===== config.mk =====
export PLATFORM = sky130hd
export DESIGN_NAME = regfile_mp
export DESIGN_NICKNAME = d
export VERILOG_FILES = /design/src/rtl/regfile_mp_pkg.sv /design/src/rtl/regfile_scoreboard.sv /design/src/rtl/regfile_mp.sv
export SDC_FILE = /design/constraint.sdc
export NUM_CORES = 2
export LEC_CHECK = 0
export BUFFER_PORTS_ARGS = -buffer_cell sky130_fd_sc_hd__buf_2
export CAP_MARGIN = 5
export CORE_UTILIZATION = 57
export CTS_CLUSTER_SIZE = 16
export DETAILED_ROUTE_END_ITERATION = 12
export GPL_ROUTABILITY_DRIVEN = 0
export PLACE_DENSITY = 0.88
export SLEW_MARGIN = 40
export SYNTH_ARGS = -nofsm -noshare
export SYNTH_HDL_FRONTEND = slang
export SYNTH_SLANG_ARGS = --single-unit

===== constraint.sdc =====
create_clock -name clk -period 1.9 [get_ports clk]
set_clock_uncertainty 0.05 [all_clocks]
set_input_delay 0.19 -clock clk [delete_from_list [all_inputs] [get_ports clk]]
set_output_delay 0.19 -clock clk [all_outputs]
set_load 0.02 [all_outputs]

===== src/rtl/regfile_mp_pkg.sv =====
// Shared constants and helpers for the multi-ported register file.
// Optional build macro: REGFILE_BYPASS_EN (write-to-read forwarding).
`ifndef XLEN
`define XLEN 32
`endif
`ifndef REG_IDX_WIDTH
`define REG_IDX_WIDTH 5
`endif
`ifndef REG_X0
`define REG_X0 0
`endif
`ifndef REG_X1
`define REG_X1 1
`endif
`ifndef RF_NRD
`define RF_NRD 2
`endif
`ifndef RF_NWR
`define RF_NWR 1
`endif

package regfile_mp_pkg;
    localparam int XLEN   = `XLEN;
    localparam int REG_X0 = `REG_X0;
    localparam int REG_X1 = `REG_X1;

    // Read-port configuration snapshot, handy for debug views of a lane.
    typedef struct packed {
        logic            en;
        logic            rdy;
        logic [XLEN-1:0] data;
    } rd_rsp_t;
endpackage


===== src/rtl/regfile_scoreboard.sv =====
// Pending-write scoreboard: issue sets, writeback clears, flush wipes all.
`ifndef REG_IDX_WIDTH
`define REG_IDX_WIDTH 5
`endif
`ifndef RF_NWR
`define RF_NWR 1
`endif

module regfile_scoreboard
    import regfile_mp_pkg::*;
#(
    parameter int REG_NUM = 32,
    parameter int NWR     = `RF_NWR,
    parameter int IDX_W   = `REG_IDX_WIDTH
) (
    input  logic                           clk,
    input  logic                           rst,
    input  logic                           iss_en,
    input  logic [IDX_W-1:0]               iss_idx,
    input  logic [NWR-1:0]                 clr_en,
    input  logic [NWR-1:0][IDX_W-1:0]      clr_idx,
    input  logic                           flush,
    output logic [REG_NUM-1:0]             busy
);

    logic [REG_NUM-1:0] busy_nxt;

    // Clears first so a same-cycle issue (younger) overrides them.
    always_comb begin
        busy_nxt = busy;
        for (int k = 0; k < NWR; k++)
            if (clr_en[k]) busy_nxt[clr_idx[k]] = 1'b0;
        if (iss_en && iss_idx != '0) busy_nxt[iss_idx] = 1'b1;
        busy_nxt[REG_X0] = 1'b0;
        if (flush) busy_nxt = '0;
    end

    always_ff @(posedge clk) begin
        if (rst) busy <= '0;
        else     busy <= busy_nxt;
    end

endmodule


===== src/rtl/regfile_mp.sv =====
// Multi-ported integer register file with pending-write scoreboard and x1 tap.
// Optional build macro: REGFILE_BYPASS_EN forwards same-cycle writes to reads.
`ifndef XLEN
`define XLEN 32
`endif
`ifndef REG_IDX_WIDTH
`define REG_IDX_WIDTH 5
`endif
`ifndef RF_NRD
`define RF_NRD 2
`endif
`ifndef RF_NWR
`define RF_NWR 1
`endif

module regfile_mp
    import regfile_mp_pkg::*;
#(
    parameter int REG_NUM = 32,
    parameter int NRD     = `RF_NRD,
    parameter int NWR     = `RF_NWR,
    parameter int IDX_W   = `REG_IDX_WIDTH
) (
    input  logic                    clk,
    input  logic                    rst,
    input  logic [NWR-1:0]          wr_en_i,
    input  logic [NWR*IDX_W-1:0]    wr_idx_i,
    input  logic [NWR*XLEN-1:0]     wr_data_i,
    input  logic [NRD-1:0]          rd_en_i,
    input  logic [NRD*IDX_W-1:0]    rd_idx_i,
    output logic [NRD*XLEN-1:0]     rd_data_o,
    output logic [NRD-1:0]          rd_rdy_o,
    input  logic                    iss_en_i,
    input  logic [IDX_W-1:0]        iss_idx_i,
    input  logic                    flush_i,
    output logic [XLEN-1:0]         x1_data_o,
    output logic                    x1_busy_o
);

    logic [NWR-1:0][IDX_W-1:0] wr_idx;
    logic [NWR-1:0][XLEN-1:0]  wr_data;
    logic [NRD-1:0][IDX_W-1:0] rd_idx;
    logic [REG_NUM-1:0][XLEN-1:0] regs;
    logic [REG_NUM-1:0]        busy;

    assign wr_idx  = wr_idx_i;
    assign wr_data = wr_data_i;
    assign rd_idx  = rd_idx_i;

    // Ascending port order: the highest-numbered port lands last and wins.
    always_ff @(posedge clk) begin
        if (rst) begin
            regs <= '0;
        end else begin
            for (int k = 0; k < NWR; k++)
                if (wr_en_i[k] && wr_idx[k] != '0) regs[wr_idx[k]] <= wr_data[k];
        end
    end

    regfile_scoreboard #(
        .REG_NUM (REG_NUM),
        .NWR     (NWR),
        .IDX_W   (IDX_W)
    ) u_sb (
        .clk     (clk),
        .rst     (rst),
        .iss_en  (iss_en_i),
        .iss_idx (iss_idx_i),
        .clr_en  (wr_en_i),
        .clr_idx (wr_idx),
        .flush   (flush_i),
        .busy    (busy)
    );

    for (genvar j = 0; j < NRD; j++) begin : g_rd
        rd_rsp_t rsp;
        always_comb begin
            rsp.en   = rd_en_i[j];
            rsp.data = regs[rd_idx[j]];
            rsp.rdy  = ~busy[rd_idx[j]];
`ifdef REGFILE_BYPASS_EN
            for (int k = 0; k < NWR; k++)
                if (wr_en_i[k] && wr_idx[k] != '0 && wr_idx[k] == rd_idx[j]) begin
                    rsp.data = wr_data[k];
                    rsp.rdy  = 1'b1;
                end
`endif
            if (!rsp.en || rd_idx[j] == '0) begin
                rsp.data = '0;
                rsp.rdy  = 1'b1;
            end
        end
        assign rd_data_o[j*XLEN +: XLEN] = rsp.data;
        assign rd_rdy_o[j]               = rsp.rdy;
    end

`ifdef REGFILE_BYPASS_EN
    always_comb begin
        x1_data_o = regs[REG_X1];
        x1_busy_o = busy[REG_X1];
        for (int k = 0; k < NWR; k++)
            if (wr_en_i[k] && wr_idx[k] == IDX_W'(REG_X1)) begin
                x1_data_o = wr_data[k];
                x1_busy_o = 1'b0;
            end
    end
`else
    assign x1_data_o = regs[REG_X1];
    assign x1_busy_o = busy[REG_X1];
`endif

endmodule


==> results.sh, run 1 <==
export IMPL_synth_edf_count=0
export IMPL_clock_sinks=1055
export IMPL_synth_top_area_share_pct=40.0
export IMPL_syn_inst=6041
export IMPL_yosys_top_cells_count="nand2_1, dfxtp_1, a21oi_1, clkbuf_1, mux4_2"
export IMPL_synth_most_common_cell="nand2_1"
export IMPL_netlist_area_sq_um=52800
export IMPL_clock_path_buffers=3
export IMPL_cts_max_level=3
export IMPL_hpwl_microns=151000
export IMPL_fp_dieH_microns=306
export IMPL_grt_max_degree=115
export IMPL_die_width_microns=306
export IMPL_yosys_warnings=0
export IMPL_status="aborted with a tool error"
export IMPL_yosys_area_top_type="dfxtp_1"
export IMPL_numCtsBuffers=104
export IMPL_grt_overflow_total=590
export IMPL_yosys_cell_types_count=49
export IMPL_grt_usage_pct=78.4
export IMPL_lastStage="global routing (5_1_grt)"
export IMPL_portBuffers=157
export IMPL_synth_seq_cells=1055
export IMPL_syn_nets=6100
export IMPL_num_rows=111
export IMPL_placedCellCount=7526
export IMPL_synth_top_cells_by_area="dfxtp_1, mux4_2, nand2_1, a21oi_1, mux2i_1"
export IMPL_stop_error="[ERROR GRT-0116] Global routing finished with congestion. Check the congestion regions in the DRC Viewer."
export IMPL_ys_seq_area_share_pct=40.0
export IMPL_syn_mean_instance_area_sq_um=8.75
export IMPL_postSynth_asyncResetShare_pct=0
export IMPL_grt_pass1_wl_microns=541000
export IMPL_cts_root_buf="clkbuf_16"
export IMPL_pin_count=158
export IMPL_start_util_pct=57.6
export IMPL_grt_pass1_vias=72900
export IMPL_synth_flop_cell="dfxtp_1"
## timing repair
item | 4_1_cts
gates resized for setup | 302
buffers inserted | 24
endpoints found under the hold margin | 346
pin swaps | 169
gates cloned | 1
hold buffers | 32
setup endpoints to repair | 66
## routing by layer
layer  global-route usage, %  GRT overflow
met1                    78.3            82
met2                    85.4           253
met3                    73.9            67
met4                    74.5           176
met5                    62.3            12
## per-stage QoR
stage	setup slack [ns]	instance area, sq um	hold slack, ns
floorplan	-0.106	54700	0.276
detailed placement	-0.938	61600	0.409
CTS	-0.893	67100	0.00144
global placement	-0.956	61600	0.398
## logic make-up after synthesis
| group | count (synthesis) | share of synthesized area [%] |
|---|---|---|
| multiplexers | 666 | 22.0 |
| AO/OA/AOI/OAI | 1447 | 16.1 |
| flip-flops | 1055 | 40.0 |
| buffers and inverters | 658 | 5.59 |
| AND/OR/NAND/NOR | 2215 | 16.3 |
==> run 2: changes to the inputs <==
--- a/config.mk
+++ b/config.mk
@@ -7,11 +7,10 @@
 export LEC_CHECK = 0
 export BUFFER_PORTS_ARGS = -buffer_cell sky130_fd_sc_hd__buf_2
 export CAP_MARGIN = 5
-export CORE_UTILIZATION = 57
-export CTS_CLUSTER_SIZE = 16
+export CORE_UTILIZATION = 40
 export DETAILED_ROUTE_END_ITERATION = 12
 export GPL_ROUTABILITY_DRIVEN = 0
-export PLACE_DENSITY = 0.88
+export PLACE_DENSITY_LB_ADDON = 0.15
 export SLEW_MARGIN = 40
 export SYNTH_ARGS = -nofsm -noshare
 export SYNTH_HDL_FRONTEND = slang
==> constraint.sdc (replaced) <==
create_clock -name clk -period 2.5 [get_ports clk]
set_clock_uncertainty 0.05 [all_clocks]
set_input_delay 0.25 -clock clk [delete_from_list [all_inputs] [get_ports clk]]
set_output_delay 0.25 -clock clk [all_outputs]
set_load 0.02 [all_outputs]
==> results.sh, run 2 <==
export IMPL_cts_tree="done"
export IMPL_crit_required_ns=2.20
export IMPL_setup_tns_ns=-17.64
export IMPL_synth_top_area_share_pct=40.0
export IMPL_portBuffers=157
export IMPL_synthToLayoutAreaGrowth_pct=25.5
export IMPL_top_register="regs"
export IMPL_crit_arrival_ns=2.71
export IMPL_grt_max_degree=128
export IMPL_die_width_microns=365
export IMPL_instances_no_fill=8053
export IMPL_ant_nets=0
export IMPL_largest_reg_flops=992
export IMPL_cts_root_buf="clkbuf_16"
export IMPL_yosys_area_top_type="dfxtp_1"
export IMPL_preCtsSetupSlack_ns=-0.563
export IMPL_wire_per_inst_microns=29.3
export IMPL_drv_slew=0
export IMPL_synth_top_cells_by_area="dfxtp_1, mux4_2, nand2_1, a21oi_1, mux2i_1"
export IMPL_layout_commonest_cell="nand2_1"
export IMPL_crit_path_end_kind="output pin"
export IMPL_path_class="flop to output pin"
export IMPL_violations="negative setup slack"
export IMPL_ys_seq_area_share_pct=40.0
export IMPL_worst_setup_path_start_kind="flop"
export IMPL_gr_usage_met3_pct=8.01
export IMPL_grt_busiest_layer="met2"
export IMPL_hp_class="input pin to flop"
export IMPL_fin_ws_ns=-0.514
export IMPL_via_per_inst=6.23
export IMPL_tightest_slew_ns=0.917
export IMPL_fp_dieH_microns=365
export IMPL_vdd_drop_max_v=0.000514
export IMPL_insertion_delay_ns=0.77
export IMPL_crit_fanout=3
export IMPL_use_met2_pct=51.0
export IMPL_maxCapViolCount=0
export IMPL_rsz0062_at_grt="true"
export IMPL_fin_crit_ns=3.01
export IMPL_numCtsBuffers=117
export IMPL_slew_headroom_pct=38.9
export IMPL_yosys_top_cells_count="nand2_1, dfxtp_1, a21oi_1, clkbuf_1, mux4_2"
export IMPL_routed_wl_microns=236000
export IMPL_die_area_sq_um=134000
export IMPL_syn_nets=6100
export IMPL_clock_path_buffers=3
export IMPL_fin_hold_ws_ns=0.0189
export IMPL_clk_pin_slew_ns=0.07
export IMPL_drive_gt1_share_pct=26.3
export IMPL_vias=50100
export IMPL_antenna_found_initial=2
export IMPL_status="finished with violations"
export IMPL_min_period_over_period_pct=121
export IMPL_grt_overflow_total=0
export IMPL_setup_viol=66
export IMPL_grt_pass1_vias=46800
export IMPL_synth_edf_count=0
export IMPL_first_pass_iters=5
export IMPL_yosys_cell_types_count=49
export IMPL_syn_inst=6041
export IMPL_clock_fmax_ghz=0.332
export IMPL_drtIter0Drc=6610
export IMPL_postSynth_asyncResetShare_pct=0
export IMPL_synth_seq_cells=1055
export IMPL_synth_most_common_cell="nand2_1"
export IMPL_p_per_area_nw_per_um2=605
export IMPL_num_rows=132
export IMPL_grt_usage_pct=34.5
export IMPL_fin_area_sq_um=66300
export IMPL_synth_flop_cell="dfxtp_1"
export IMPL_clock_sinks=1055
export IMPL_place_area_sq_um=58800
export IMPL_grt_pass1_wl_microns=335000
export IMPL_met1_usage_pct=48.1
export IMPL_leakage_nw=22.3
export IMPL_netlist_area_sq_um=52800
export IMPL_layout_common_cells="nand2_1, a21oi_1, dfxtp_1, mux4_2, buf_4"
export IMPL_placedCellCount=7788
export IMPL_yosys_warnings=0
export IMPL_pin_count=158
export IMPL_drc=0
export IMPL_finalHoldViolCount=0
export IMPL_hpwl_microns=149000
export IMPL_core_sq_um=130000
export IMPL_start_util_pct=40.5
export IMPL_cts_max_level=3
export IMPL_syn_mean_instance_area_sq_um=8.75
export IMPL_nets=6267
run 2: metal layers:
metal  vias to the layer above  part of all wire, %
li1                      21600                    -
met1                     25000                   41
met2                      2982                   44
met3                       527                   12
met4                         2                  4.0
met5                         -               0.0081
run 2: final cells by class:
type                    instances  area (sq um)
diodes                          2          5.00
repair buffers                702          7210
multi-input cells            4328         31500
flip-flops and latches       1055         21300
well taps                    1742          2180
clock buffers                 174          3520
fillers                     11900         64000
clock inverters                46           648
inverters                       4          15.0
run 2: timing repair:
| action | CTS | global route |
|---|---|---|
| pin swaps | 171 | 14 |
| cloned | 0 | 2 |
| setup buffers | 9 | 9 |
| endpoints found under the hold margin | 381 | 30 |
| resized for setup | 539 | 82 |
| endpoints found under the setup margin | 66 | 66 |
| hold buffers | 31 | 2 |
run 2: metrics by stage:
stage	util [%]	total power [W]
2_1_floorplan	-	0.0192
3_3_place_gp	45.1	0.0211
3_5_place_dp	45.1	0.0211
4_1_cts	50.5	0.0400
5_1_grt	50.9	0.0410
6_report	50.9	0.0401
run 2: power breakdown:
| part | total [W] | internal, W | switching, W |
|---|---|---|---|
| Clock | 0.0189 | 0.0112 | 0.00762 |
| Combinational | 0.00425 | 0.00153 | 0.00272 |
| Sequential | 0.0170 | 0.0169 | 0.0000912 |
run 2: cell families after synthesis:
logic type	share of synthesized area, %
mux	22.0
compound gates	16.1
simple gates	16.3
flops	40.0
buf+inv	5.59
run 2: path summary, 6_finish.rpt:
check,start,endpoint,slack (ns),cells after the start
max,regs[466]$_SDFFE_PP0P_,rd_data_o[50],-0.51,5
min,iss_en_i,u_sb.busy[22]$_SDFF_PP0_,0.02,5
max reg2reg,regs[930]$_SDFFE_PP0P_,regs[930]$_SDFFE_PP0P_,1.29,3
min reg2reg,regs[489]$_SDFFE_PP0P_,regs[489]$_SDFFE_PP0P_,0.41,2
run 2: critical path, cell delays in order (launching register included):
cell and delay (ns):
dfxtp_2 0.33, mux4_2 0.45, a22o_1 0.25, a2111oi_4 0.57, a211oi_4 0.17, buf_6 0.19
Power figures use the tool's default switching activity.
